### src/rtl/loader_pkg.sv
// Shared types and constants for the boot-time program loader.
package loader_pkg;

    typedef enum logic [2:0] {
        IDLE, HDR, IMEM, DMEM_LO, DMEM_HI, FLUSH, RUN, ERR
    } state_t;

    // Header word layout: {nd, ni}
    localparam int NI_LSB      = 0;
    localparam int ND_LSB      = 16;
    localparam int IMEM_STRIDE = 4;
    localparam int DMEM_STRIDE = 8;

endpackage

### src/rtl/loader_beat_counter.sv
// Beat counter with synchronous clear; is_last flags the final beat of a limit-long run.
module loader_beat_counter #(
    parameter int CNT_W = 16
) (
    input  logic             clk,
    input  logic             arst_n,
    input  logic             clr,
    input  logic             inc,
    input  logic [CNT_W-1:0] limit,
    output logic [CNT_W-1:0] cnt,
    output logic             is_last
);

    always_ff @(posedge clk or negedge arst_n) begin
        if (!arst_n)  cnt <= '0;
        else if (clr) cnt <= '0;
        else if (inc) cnt <= cnt + CNT_W'(1);
    end

    assign is_last = (cnt == limit - CNT_W'(1));

endmodule

### src/rtl/program_loader.sv
// Streams a header plus imem/dmem image from the host link into the cpu memories,
// then enables the cpu.
module program_loader
    import loader_pkg::*;
#(
    parameter int IMEM_DEPTH = 128,
    parameter int DMEM_DEPTH = 128,
    parameter int CNT_W      = 16
) (
    input  logic        clk,
    input  logic        arst_n,
    input  logic        start,
    input  logic        halt,
    input  logic        s_valid,
    input  logic [31:0] s_data,
    output logic        s_ready,
    output logic [63:0] addr_ext,
    output logic        wen_ext,
    output logic        ren_ext,
    output logic [31:0] wdata_ext,
    output logic [63:0] addr_ext_2,
    output logic        wen_ext_2,
    output logic        ren_ext_2,
    output logic [63:0] wdata_ext_2,
    output logic        cpu_enable,
    output logic        busy,
    output logic        error
);

    state_t           state, state_nxt;
    logic [CNT_W-1:0] ni_q, nd_q, icnt, dcnt;
    logic [CNT_W-1:0] hdr_ni, hdr_nd;
    logic [31:0]      lo_q;
    logic             beat, start_ok, i_last, d_last;

    assign s_ready  = (state == HDR) || (state == IMEM) || (state == DMEM_LO) || (state == DMEM_HI);
    assign beat     = s_valid && s_ready;
    assign start_ok = start && ((state == IDLE) || (state == RUN) || (state == ERR));
    assign hdr_ni   = s_data[NI_LSB +: CNT_W];
    assign hdr_nd   = s_data[ND_LSB +: CNT_W];
    assign ren_ext   = 1'b0;
    assign ren_ext_2 = 1'b0;

    loader_beat_counter #(.CNT_W(CNT_W)) u_icnt (
        .clk(clk), .arst_n(arst_n), .clr(start_ok),
        .inc(beat && (state == IMEM)), .limit(ni_q), .cnt(icnt), .is_last(i_last)
    );

    loader_beat_counter #(.CNT_W(CNT_W)) u_dcnt (
        .clk(clk), .arst_n(arst_n), .clr(start_ok),
        .inc(beat && (state == DMEM_HI)), .limit(nd_q), .cnt(dcnt), .is_last(d_last)
    );

    always_comb begin
        state_nxt = state;
        case (state)
            IDLE:    if (start) state_nxt = HDR;
            HDR: if (beat) begin
                if (hdr_ni > CNT_W'(IMEM_DEPTH) || hdr_nd > CNT_W'(DMEM_DEPTH)) state_nxt = ERR;
                else if (hdr_ni != '0) state_nxt = IMEM;
                else if (hdr_nd != '0) state_nxt = DMEM_LO;
                else                   state_nxt = FLUSH;
            end
            IMEM:    if (beat && i_last) state_nxt = (nd_q != '0) ? DMEM_LO : FLUSH;
            DMEM_LO: if (beat) state_nxt = DMEM_HI;
            DMEM_HI: if (beat) state_nxt = d_last ? FLUSH : DMEM_LO;
            FLUSH:   state_nxt = RUN;
            // start takes priority over halt
            RUN:     if (start) state_nxt = HDR;
                     else if (halt) state_nxt = IDLE;
            ERR:     if (start) state_nxt = HDR;
            default: state_nxt = IDLE;
        endcase
    end

    always_ff @(posedge clk or negedge arst_n) begin
        if (!arst_n) begin
            state      <= IDLE;
            cpu_enable <= 1'b0;
            busy       <= 1'b0;
            error      <= 1'b0;
        end else begin
            state      <= state_nxt;
            cpu_enable <= (state_nxt == RUN);
            busy       <= (state_nxt == HDR) || (state_nxt == IMEM) || (state_nxt == DMEM_LO) ||
                          (state_nxt == DMEM_HI) || (state_nxt == FLUSH);
            error      <= (state_nxt == ERR);
        end
    end

    always_ff @(posedge clk or negedge arst_n) begin
        if (!arst_n) begin
            ni_q <= '0;
            nd_q <= '0;
            lo_q <= '0;
        end else begin
            if (beat && state == HDR) begin
                ni_q <= hdr_ni;
                nd_q <= hdr_nd;
            end
            if (beat && state == DMEM_LO) lo_q <= s_data;
        end
    end

    // Write ports: strobe is a 1-cycle pulse, address/data hold otherwise
    always_ff @(posedge clk or negedge arst_n) begin
        if (!arst_n) begin
            wen_ext     <= 1'b0;
            addr_ext    <= '0;
            wdata_ext   <= '0;
            wen_ext_2   <= 1'b0;
            addr_ext_2  <= '0;
            wdata_ext_2 <= '0;
        end else begin
            wen_ext   <= beat && (state == IMEM);
            wen_ext_2 <= beat && (state == DMEM_HI);
            if (beat && state == IMEM) begin
                addr_ext  <= 64'(icnt) * 64'(IMEM_STRIDE);
                wdata_ext <= s_data;
            end
            if (beat && state == DMEM_HI) begin
                addr_ext_2  <= 64'(dcnt) * 64'(DMEM_STRIDE);
                wdata_ext_2 <= {s_data, lo_q};
            end
        end
    end

endmodule

### config.mk
export PLATFORM = sky130hd
export DESIGN_NAME = program_loader
export DESIGN_NICKNAME = d
export VERILOG_FILES = /design/src/rtl/loader_pkg.sv /design/src/rtl/loader_beat_counter.sv /design/src/rtl/program_loader.sv
export SDC_FILE = /design/constraint.sdc
export NUM_CORES = 1
export LEC_CHECK = 0
export ABC_AREA = 1
export BUFFER_PORTS_ARGS = -buffer_cell sky130_fd_sc_hd__buf_2
export CORE_MARGIN = 10
export CORE_UTILIZATION = 54
export CTS_CLUSTER_SIZE = 8
export DETAILED_ROUTE_END_ITERATION = 6
export GPL_ROUTABILITY_DRIVEN = 0
export PLACE_DENSITY = 0.8
export SKIP_CTS_REPAIR_TIMING = 1
export SLEW_MARGIN = 20
export SYNTH_ARGS = -nofsm -noshare
export SYNTH_HDL_FRONTEND = slang
export SYNTH_HIERARCHICAL = 1
export SYNTH_SLANG_ARGS = --single-unit
export TNS_END_PERCENT = 10
### constraint.sdc
create_clock -name clk -period 2.94 [get_ports clk]
set_input_delay 0 -clock clk [delete_from_list [all_inputs] [get_ports clk]]
set_output_delay 0 -clock clk [all_outputs]
set_load 0.01 [all_outputs]
==> results.py, run 1 <==
metrics = {
    "finish": {
        "area_growth_pct": 17.2,
        "diodes": 0,
        "final_cell_mix": "nand2_1 (466), dfrtp_1 (232), buf_2 (169), o21ai_0 (112), nor2_1 (110)",
        "final_nets": 1655,
        "fin_cells": 1889,
        "layout-drive-gt1-share": 0.175,
        "final_common_cell": "nand2_1",
        "finalInstanceArea_sq_mm": 0.0134,
    },
    "synthesis": {
        "synthesis.instances": 1407,
        "synth-seq-cells": 232,
        "yosys_warnings": 6,
        "synth_top_family_by_area": "simple AND/OR/NAND/NOR gates",
        "synth_adder_area_share": 0.00437,
        "yosysSeqAreaShare": 0.507,
        "synth_ff_type": "dfrtp_1",
        "synth_enable_flop_cells": 0,
        "synth_xor_area_frac": 0.0245,
        "synth-compound-area-share": 0.0842,
        "netlist_area_sq_mm": 0.0115,
        "synthMuxAreaShare": 0,
        "synthArstFlopShare": 1.00,
        "synth.distinct_cells": 38,
        "synthSimpleGateAreaFrac": 0.259,
        "syn_area_per_cell_sq_um": 8.14,
    },
    "clock_network": {
        "clock_path_buffers": 3,
        "clk_latency_ps": 500,
        "clock-sinks": 232,
        "tritoncts": "built",
        "numCtsBuffers": 34,
        "cts.reportedPaths.clkPinSlew_ps": 50,
        "ctsRootBufferMaster": "clkbuf_16",
        "cts_max_level": 2,
    },
    "floorplan": {
        "die_h_um": 166,
        "core-area_sq_mm": 0.0210,
        "initial_core_util": 0.547,
        "die_x_um": 166,
        "ios": 269,
        "die_area_sq_mm": 0.0274,
        "rows": 53,
    },
    "sta": {
        "setup_viol": 0,
        "relSlewSlack": 0.275,
        "layout_worst_path_cycle_share": 0.830,
        "rsz0062_at_grt": "false",
        "hold_viol": 0,
        "period_needed_ps": 2440,
        "slew_violations": 0,
        "hold-worst-slack_ps": 114,
        "worst_slew_pin_slew_ps": 1090,
        "tns_ps": 0,
        "fmax_ghz": 0.410,
        "fin_skew_ps": 11.2,
    },
    "global_routing": {
        "antenna_found_initial": 0,
        "grt_max_degree": 116,
        "grt_use_total": 0.208,
        "gr-total-overflow": 0,
        "grt_pass1_wl_um": 48100,
        "grt_pass1_vias": 9385,
    },
    "power_and_ir_drop": {
        "intPower_w": 0.00803,
        "swShare": 0.389,
        "switchingPower_w": 0.00511,
        "clkPwrFrac": 0.255,
        "power_w": 0.0131,
        "pwr-share-comb": 0.350,
        "pwr_density_cell_mw_per_mm2": 979,
        "peakVddDrop_uv": 629,
        "p_leak_nw": 7.43,
        "p_seq_frac": 0.395,
    },
    "critical_path": {
        "worstPathMaxFanout": 5,
        "critPathKind": "reg -> reg",
        "critPathLaunchType": "flip-flop",
        "crit_required_ps": 3320,
        "cp.arrival_ps": 2820,
        "cp-end-kind": "flip-flop",
    },
    "placed_design": {
        "place_hpwl_um": 21300,
        "io_buffer_count": 170,
        "placedCellCount": 1819,
        "place_area_sq_mm": 0.0122,
    },
    "routing": {
        "drc": 0,
        "drt_first_pass_iters": 5,
        "drt_iter0_drc": 696,
        "avgViaCountPerCell": 5.06,
        "wire_per_inst_um": 16.0,
        "antenna_left": 0,
        "drt-total-wl_um": 30300,
        "vias": 9558,
    },
    "outcome": {
        "outcome": "complete, no violations",
    },
    "hold_path": {
        "hp-class": "in -> reg",
    },
    "job": {
        "cap_violations": 0,
    },
}
[state kept, by name, summed over array words and instances, names as in the netlist, 3 cells and up]
signal,count
addr_ext,16
addr_ext_2,16
lo_q,32
nd_q,16
ni_q,16
state,3
u_dcnt/cnt,16
u_icnt/cnt,16
wdata_ext,32
wdata_ext_2,64
[cells by family after synthesis]
family	count (synthesis)
compound gates	185
xor+xnor	32
fa+ha+maj	4
buf+inv	260
flops	232
other cells	1
simple gates	693
[final timing paths]
| check | start | to | slack [ps] | cells after the start |
|---|---|---|---|---|
| setup / recovery | ni_q[0] | busy | 500 | 19 |
| hold / removal | start | u_icnt/cnt[0] | 110 | 5 |
| setup reg to reg | ni_q[0] | busy | 500 | 19 |
| hold reg to reg | wdata_ext_2[14] | wdata_ext_2[14] | 460 | 2 |
| max in group asynchronous | arst_n | wdata_ext[4] | 1900 | 3 |
| min in group asynchronous | arst_n | wdata_ext_2[21] | 200 | 2 |
[cells in the mapped netlist, types with 5 or more instances]
cell type | instances | area share
a21oi_1 | 21 | 0.0092
nand3_1 | 44 | 0.019
nand2_1 | 467 | 0.15
buf_2 | 25 | 0.011
o21ai_0 | 112 | 0.049
nand2_2 | 12 | 0.0066
nor2_2 | 15 | 0.0082
nand4_1 | 6 | 0.0033
dfrtp_1 | 232 | 0.51
buf_4 | 100 | 0.066
o21ai_1 | 39 | 0.017
nor2_4 | 10 | 0.0098
inv_2 | 9 | 0.0029
nor2_1 | 110 | 0.036
nand3b_1 | 5 | 0.0033
inv_1 | 108 | 0.035
xnor2_1 | 10 | 0.0076
nor3_1 | 5 | 0.0022
nand3_2 | 7 | 0.0061
clkbuf_1 | 10 | 0.0033
xor2_1 | 22 | 0.017
[per-stage QoR]
stage,util,worst slack (ps)
floorplan,-,755
global placement,0.582,669
detailed placement,0.582,531
CTS,0.624,525
global route,0.641,162
finish,0.641,499
[critical path: stages, from the launching register on]
cell      delay (ps)
dfrtp_1          390
inv_1            140
ha_1             240
nand2_2          130
nor2_4           170
nand2_1           80
nand2_1           70
nand2_1           50
inv_1             50
nand2_1           40
nor2_1            90
nand3_1           70
nor2_1           190
nand3_1          120
o21bai_2         140
inv_1             50
nor2_1            80
nand2_1           70
nor2_1           100
nor2_1            40
[per-layer routing]
layer  part of all wire  up-vias  global-route usage
li1                   -     4613                   -
met1               0.39     4509               0.244
met2               0.51      368               0.362
met3              0.074       68              0.0530
met4              0.027        0              0.0693
met5                  0        -                   0
[final cells by class]
| cell class | count | area [sq um] |
|---|---|---|
| Clock inverter | 2 | 36.3 |
| Fill cell | 1760 | 7530 |
| Clock buffer | 34 | 851 |
| Inverter | 119 | 448 |
| Multi-Input combinational cell | 1012 | 4630 |
| Timing Repair Buffer | 215 | 1310 |
| Tap cell | 275 | 344 |
| Sequential cell | 232 | 5810 |
[power by group through the flow]
stage	logic (W)	clock network [W]	registers, W
floorplan	0.00283	0	0.00533
global placement	0.00435	0	0.00516
detailed placement	0.00452	0	0.00519
CTS	0.00456	0.00343	0.00518
global route	0.00523	0.00358	0.00533
finish	0.00459	0.00335	0.00519
(Power assumes the default switching activity.)
==> run 2: changes to the inputs <==
ABC_AREA = 0   (was 1)
clock period = 2.3 ns   (was 2.94 ns; I/O delays follow)
==> results.py, run 2 <==
metrics = {
    "outcome": {
        "outcome": "complete, but fails checks",
        "violations": "setup timing",
    },
    "floorplan": {
        "die_x_um": 164,
        "die_h_um": 164,
        "initial_core_util": 0.553,
        "die_area_sq_mm": 0.0270,
        "rows": 52,
        "core-area_sq_mm": 0.0204,
        "ios": 269,
    },
    "finish": {
        "nFillCells": 1421,
        "final_nets": 1267,
        "regMostFlops": "wdata_ext_2",
        "layout-drive-gt1-share": 0.432,
        "reg_top3": "wdata_ext_2 (64), lo_q (32), wdata_ext (32)",
        "fin_util": 0.690,
        "area_growth_pct": 24.7,
        "final_cell_mix": "dfrtp_1 (232), mux2_2 (192), buf_2 (169), buf_4 (103), conb_1 (98)",
        "final_common_cell": "dfrtp_1",
        "largest_reg_flops": 64,
    },
    "sta": {
        "period_needed_ps": 3120,
        "setup_viol": 6,
        "hold-worst-slack_ps": 35.6,
        "rsz0062_at_grt": "true",
        "relSlewSlack": 0.592,
        "layout_setup_ws_ps": -815,
        "slew_violations": 0,
        "hold_viol": 0,
        "layout_worst_path_cycle_share": 1.35,
        "worst_slew_pin_slew_ps": 612,
        "fin_skew_ps": 7.07,
        "fmax_ghz": 0.321,
    },
    "hold_path": {
        "min_path_cells": 3,
        "hp-class": "in -> reg",
        "hold_end": "state[0]",
        "worstHoldStart": "start",
    },
    "critical_path": {
        "cp-end-kind": "flip-flop",
        "reg2reg_depth": 10,
        "critPathKind": "reg -> reg",
        "cp_slowest_cell": "or4_4",
        "rrSetupSlack_ps": -820,
        "path_buf_inv": 0,
        "crit_path_cell_trace": "or4_4 -> or3_4 -> a2111oi_4 -> nand4_1 -> nor4b_4 -> nand4b_1 -> o31ai_2 -> a32oi_2 -> nor2_1 -> mux2i_1",
        "crit_required_ps": 2660,
        "path_delay_family": "simple AND/OR/NAND/NOR gates",
        "cp.arrival_ps": 3480,
        "crit-reg2reg-launch": "ni_q[3]",
        "r2r_end": "busy",
        "worst_path_largest_cell_delay_ps": 530,
        "critPathLaunchType": "flip-flop",
        "worstPathMaxFanout": 5,
    },
    "job": {
        "cap_violations": 0,
    },
    "global_routing": {
        "antenna_found_initial": 1,
        "grt_pass1_wl_um": 44600,
        "grt_use_total": 0.204,
        "grt_max_degree": 82,
        "gr-total-overflow": 0,
        "grt_pass1_vias": 8343,
    },
    "clock_network": {
        "cts_max_level": 2,
        "ctsRootBufferMaster": "clkbuf_16",
        "tritoncts": "built",
        "clock_path_buffers": 3,
        "numCtsBuffers": 34,
        "clock-sinks": 232,
        "cts.reportedPaths.clkPinSlew_ps": 50,
        "clk_latency_ps": 500,
    },
    "routing": {
        "vias": 8208,
        "drt-total-wl_um": 29700,
        "drt_iter0_drc": 597,
        "antenna_left": 0,
        "drc": 0,
        "wire_per_inst_um": 19.8,
        "avgViaCountPerCell": 5.48,
        "drt_first_pass_iters": 5,
    },
    "synthesis": {
        "synth.distinct_cells": 59,
        "synth_ff_type": "dfrtp_1",
        "syn_area_per_cell_sq_um": 12.1,
        "yosys.area.top_type_share": 0.515,
        "synth_largest_area_cell": "dfrtp_1",
        "synthArstFlopShare": 1.00,
        "netlist_area_sq_mm": 0.0113,
        "synthesis.instances": 929,
        "synthTopCellsByArea": "dfrtp_1 (52%), mux2_2 (19%), buf_4 (6.5%)",
        "yosys_warnings": 6,
        "synth_enable_flop_cells": 0,
        "yosysSeqAreaShare": 0.515,
        "synth-seq-cells": 232,
        "synth_most_common_cell": "dfrtp_1",
        "synth_commonest_cells": "dfrtp_1 (232), mux2_2 (192), buf_4 (98), nor2_1 (45), xnor2_1 (39)",
    },
    "power_and_ir_drop": {
        "pwr_density_cell_mw_per_mm2": 1270,
        "peakVddDrop_uv": 919,
        "p_leak_nw": 6.68,
    },
    "placed_design": {
        "io_buffer_count": 170,
        "place_hpwl_um": 21000,
    },
}
-- run 2: cell count changes after synthesis, moves of 15 or more --
cell	delta
o21ai_1	-33
nand2_1	-444
nor2_1	-65
xnor2_1	+29
buf_2	-24
nand3_1	-31
o21ai_0	-106
inv_1	-89
mux2_2	+192
clkbuf_1	+25
nor2_2	-15
nor4_1	+27
-- run 2: area by class of cell --
| type | count | area [sq um] | area share |
|---|---|---|---|
| clock buffer | 35 | 876 | 0.0623 |
| clock inverter | 2 | 32.5 | 0.00232 |
| antenna | 1 | 2.50 | 0.000178 |
| multi-input combinational | 628 | 4870 | 0.347 |
| tap | 270 | 338 | 0.0240 |
| sequential | 232 | 5810 | 0.413 |
| timing repair buffer | 311 | 2050 | 0.146 |
| inverter | 19 | 71.3 | 0.00508 |
-- run 2: worst max path at each step --
stage,slack (ps),startpoint,endpoint,depth (start not counted)
2_1_floorplan,-780,ni_q[2],cpu_enable,11
3_3_place_gp,-790,ni_q[3],cpu_enable,9
5_1_grt,-1070,ni_q[1],busy,13
3_5_place_dp,-960,ni_q[3],busy,10
4_1_cts,-970,ni_q[3],busy,10
6_report,-820,ni_q[3],busy,10
-- run 2: metal layers --
layer  wire (um)  vias to the layer above  global-route usage
met5           0                        -                   0
met3        3150                       52              0.0682
met4         581                        0              0.0543
met1       12100                     4091               0.259
li1            -                     3684                   -
met2       13900                      381               0.327
-- run 2: worst register-to-register path: stages (launching register included) --
cell       delay, ps
dfrtp_1          370
or4_4            530
or3_4            410
a2111oi_4        310
nand4_1          190
nor4b_4          360
nand4b_1         180
o31ai_2          240
a32oi_2          180
nor2_1           150
mux2i_1           80
-- run 2: cells by family (layout without fill, tap and decap cells) --
| group | after synthesis | count (layout) | synth area share |
|---|---|---|---|
| other | 1 | 99 | 0.000333 |
| AND/OR/NAND/NOR | 205 | 205 | 0.102 |
| XOR/XNOR | 61 | 61 | 0.0474 |
| adder cells (fa/ha/maj) | 4 | 4 | 0.00444 |
| flip-flops | 232 | 232 | 0.515 |
| AO/OA/AOI/OAI | 63 | 63 | 0.0424 |
| buffers and inverters | 166 | 367 | 0.0917 |
| multiplexers | 197 | 197 | 0.196 |
-- run 2: per-stage QoR --
stage	area, sq um	setup TNS [ps]	setup WS (ps)	instances	total power (W)
floorplan	11600	-8340	-784	1026	0.0107
global placement	12700	-3770	-789	1425	0.0130
detailed placement	12700	-4560	-956	1425	0.0133
CTS	13600	-4620	-966	1462	0.0178
global route	14100	-5340	-1070	1498	0.0189
finish	14100	-4050	-815	1498	0.0179
-- run 2: report_power, final --
group / switching [W] / internal, W
logic: 0.00350 / 0.00349
clock network: 0.00168 / 0.00268
registers: 0.000919 / 0.00564
==> run 3: changes to the inputs <==
--- a/config.mk
+++ b/config.mk
@@ -9,9 +9,10 @@
 export BUFFER_PORTS_ARGS = -buffer_cell sky130_fd_sc_hd__buf_2
 export CORE_MARGIN = 10
-export CORE_UTILIZATION = 54
+export CORE_UTILIZATION = 56
+export CTS_BUF_LIST = sky130_fd_sc_hd__clkbuf_4
 export CTS_CLUSTER_SIZE = 8
 export DETAILED_ROUTE_END_ITERATION = 6
 export GPL_ROUTABILITY_DRIVEN = 0
-export PLACE_DENSITY = 0.8
+export PLACE_DENSITY = 0.83
 export SKIP_CTS_REPAIR_TIMING = 1
 export SLEW_MARGIN = 20
==> constraint.sdc (replaced) <==
create_clock -name clk -period 2.3 [get_ports clk]
set_input_delay 0 -clock clk [delete_from_list [all_inputs] [get_ports clk]]
set_output_delay 0 -clock clk [all_outputs]
set_load 0.02 [all_outputs]
==> results.py, run 3 (synthesized netlist as in run 2, its figures left out) <==
metrics = {
    "outcome": {
        "outcome": "complete, but fails checks",
        "violations": "setup timing",
    },
    "critical_path": {
        "critPathLaunchType": "flip-flop",
        "critPathKind": "reg -> reg",
        "worstPathMaxFanout": 4,
        "crit_required_ps": 2910,
        "cp-end-kind": "flip-flop",
        "cp.arrival_ps": 3660,
    },
    "sta": {
        "period_needed_ps": 3060,
        "rsz0062_at_grt": "true",
        "slew_violations": 0,
        "worst_slew_pin_slew_ps": 576,
        "fin_skew_ps": 40.7,
        "layout_worst_path_cycle_share": 1.33,
        "fmax_ghz": 0.327,
        "layout_setup_ws_ps": -759,
        "setup_viol": 6,
        "relSlewSlack": 0.611,
        "hold-worst-slack_ps": 186,
        "hold_viol": 0,
        "tns_ps": -3950,
    },
    "power_and_ir_drop": {
        "pwr_density_cell_mw_per_mm2": 1270,
        "power_w": 0.0176,
        "peakVddDrop_uv": 912,
        "p_leak_nw": 6.62,
    },
    "finish": {
        "multi_input_area_sq_mm": 0.00489,
        "final_common_cell": "dfrtp_1",
        "final_cell_mix": "dfrtp_1 (232), mux2_2 (192), buf_2 (169), conb_1 (98), buf_4 (96)",
        "area_growth_pct": 22.7,
        "reg_top3": "wdata_ext_2 (64), lo_q (32), wdata_ext (32)",
        "layout-drive-gt1-share": 0.450,
        "regMostFlops": "wdata_ext_2",
        "largest_reg_flops": 64,
        "nFillCells": 1375,
        "final_nets": 1289,
        "ff_latch_area_sq_mm": 0.00581,
        "finalInstanceArea_sq_mm": 0.0138,
    },
    "clock_network": {
        "cts_max_level": 2,
        "numCtsBuffers": 59,
        "ctsRootBufferMaster": "clkbuf_4",
        "clock-sinks": 232,
        "tritoncts": "built",
        "clock_path_buffers": 3,
        "cts.reportedPaths.clkPinSlew_ps": 60,
        "clk_latency_ps": 680,
    },
    "global_routing": {
        "antenna_found_initial": 2,
        "gr-total-overflow": 0,
        "met3_usage": 0.0910,
        "grt_pass1_vias": 8624,
        "busiest_layer": "met2",
        "use_met2": 0.327,
        "grt_use_total": 0.210,
        "grt_max_degree": 75,
        "grt_pass1_wl_um": 45400,
        "use_met1": 0.256,
    },
    "routing": {
        "drt-total-wl_um": 29300,
        "drt_iter0_drc": 537,
        "avgViaCountPerCell": 5.35,
        "wire_per_inst_um": 18.9,
        "antenna_left": 0,
        "vias": 8271,
        "drt_first_pass_iters": 6,
        "drc": 0,
    },
    "floorplan": {
        "die_area_sq_mm": 0.0262,
        "die_x_um": 162,
        "ios": 269,
        "initial_core_util": 0.573,
        "rows": 51,
        "core-area_sq_mm": 0.0197,
        "die_h_um": 162,
    },
    "placed_design": {
        "place_hpwl_um": 20800,
        "io_buffer_count": 170,
        "place_area_sq_mm": 0.0127,
    },
    "hold_path": {
        "hp-class": "in -> reg",
    },
    "job": {
        "cap_violations": 0,
    },
}
-- run 3: final cells by class --
cell class / count / area share
clock inverter: 8 / 0.00290
antenna: 2 / 0.000362
multi-input combinational: 628 / 0.354
sequential: 232 / 0.420
inverter: 19 / 0.00516
clock buffer: 85 / 0.0462
timing repair buffer: 308 / 0.148
tap: 265 / 0.0240
-- run 3: worst max-delay path, cell delays in order (launching register included) --
cell,delay (ps)
dfrtp_1,380
or4_4,530
or3_4,390
a2111oi_4,280
nand4_1,190
nor4b_4,340
nand4b_1,200
buf_4,200
nor4_2,130
nand3b_4,190
mux2i_1,180
-- run 3: path summary, 6_finish.rpt --
kind | from | to | depth (start not counted) | slack [ps]
max reg2reg | ni_q[3] | busy | 10 | -760
min reg2reg | wdata_ext_2[24] | wdata_ext_2[24] | 1 | 500
min | s_data[25] | nd_q[9] | 3 | 190
min in group asynchronous | arst_n | lo_q[28] | 3 | 440
max in group asynchronous | arst_n | wdata_ext[9] | 4 | 1080
max | ni_q[3] | busy | 10 | -760
-- run 3: power breakdown --
part           internal (W)  switching, W
Sequential          0.00562      0.000895
Clock               0.00167       0.00158
Combinational       0.00348       0.00431
-- run 3: through the flow --
stage                     std cells  utilization  worst slack [ps]
after floorplan                1026            -              -784
after global placement         1412        0.645              -766
after global routing           1547        0.703              -878
after detailed placement       1412        0.645              -852
final                          1547        0.703              -759
after CTS                      1505        0.679              -847
-- run 3: layer usage --
layer,part of all wire,routed length (um)
met4,0.018,536
met1,0.41,11900
met2,0.47,13800
met5,0,0
met3,0.10,3040
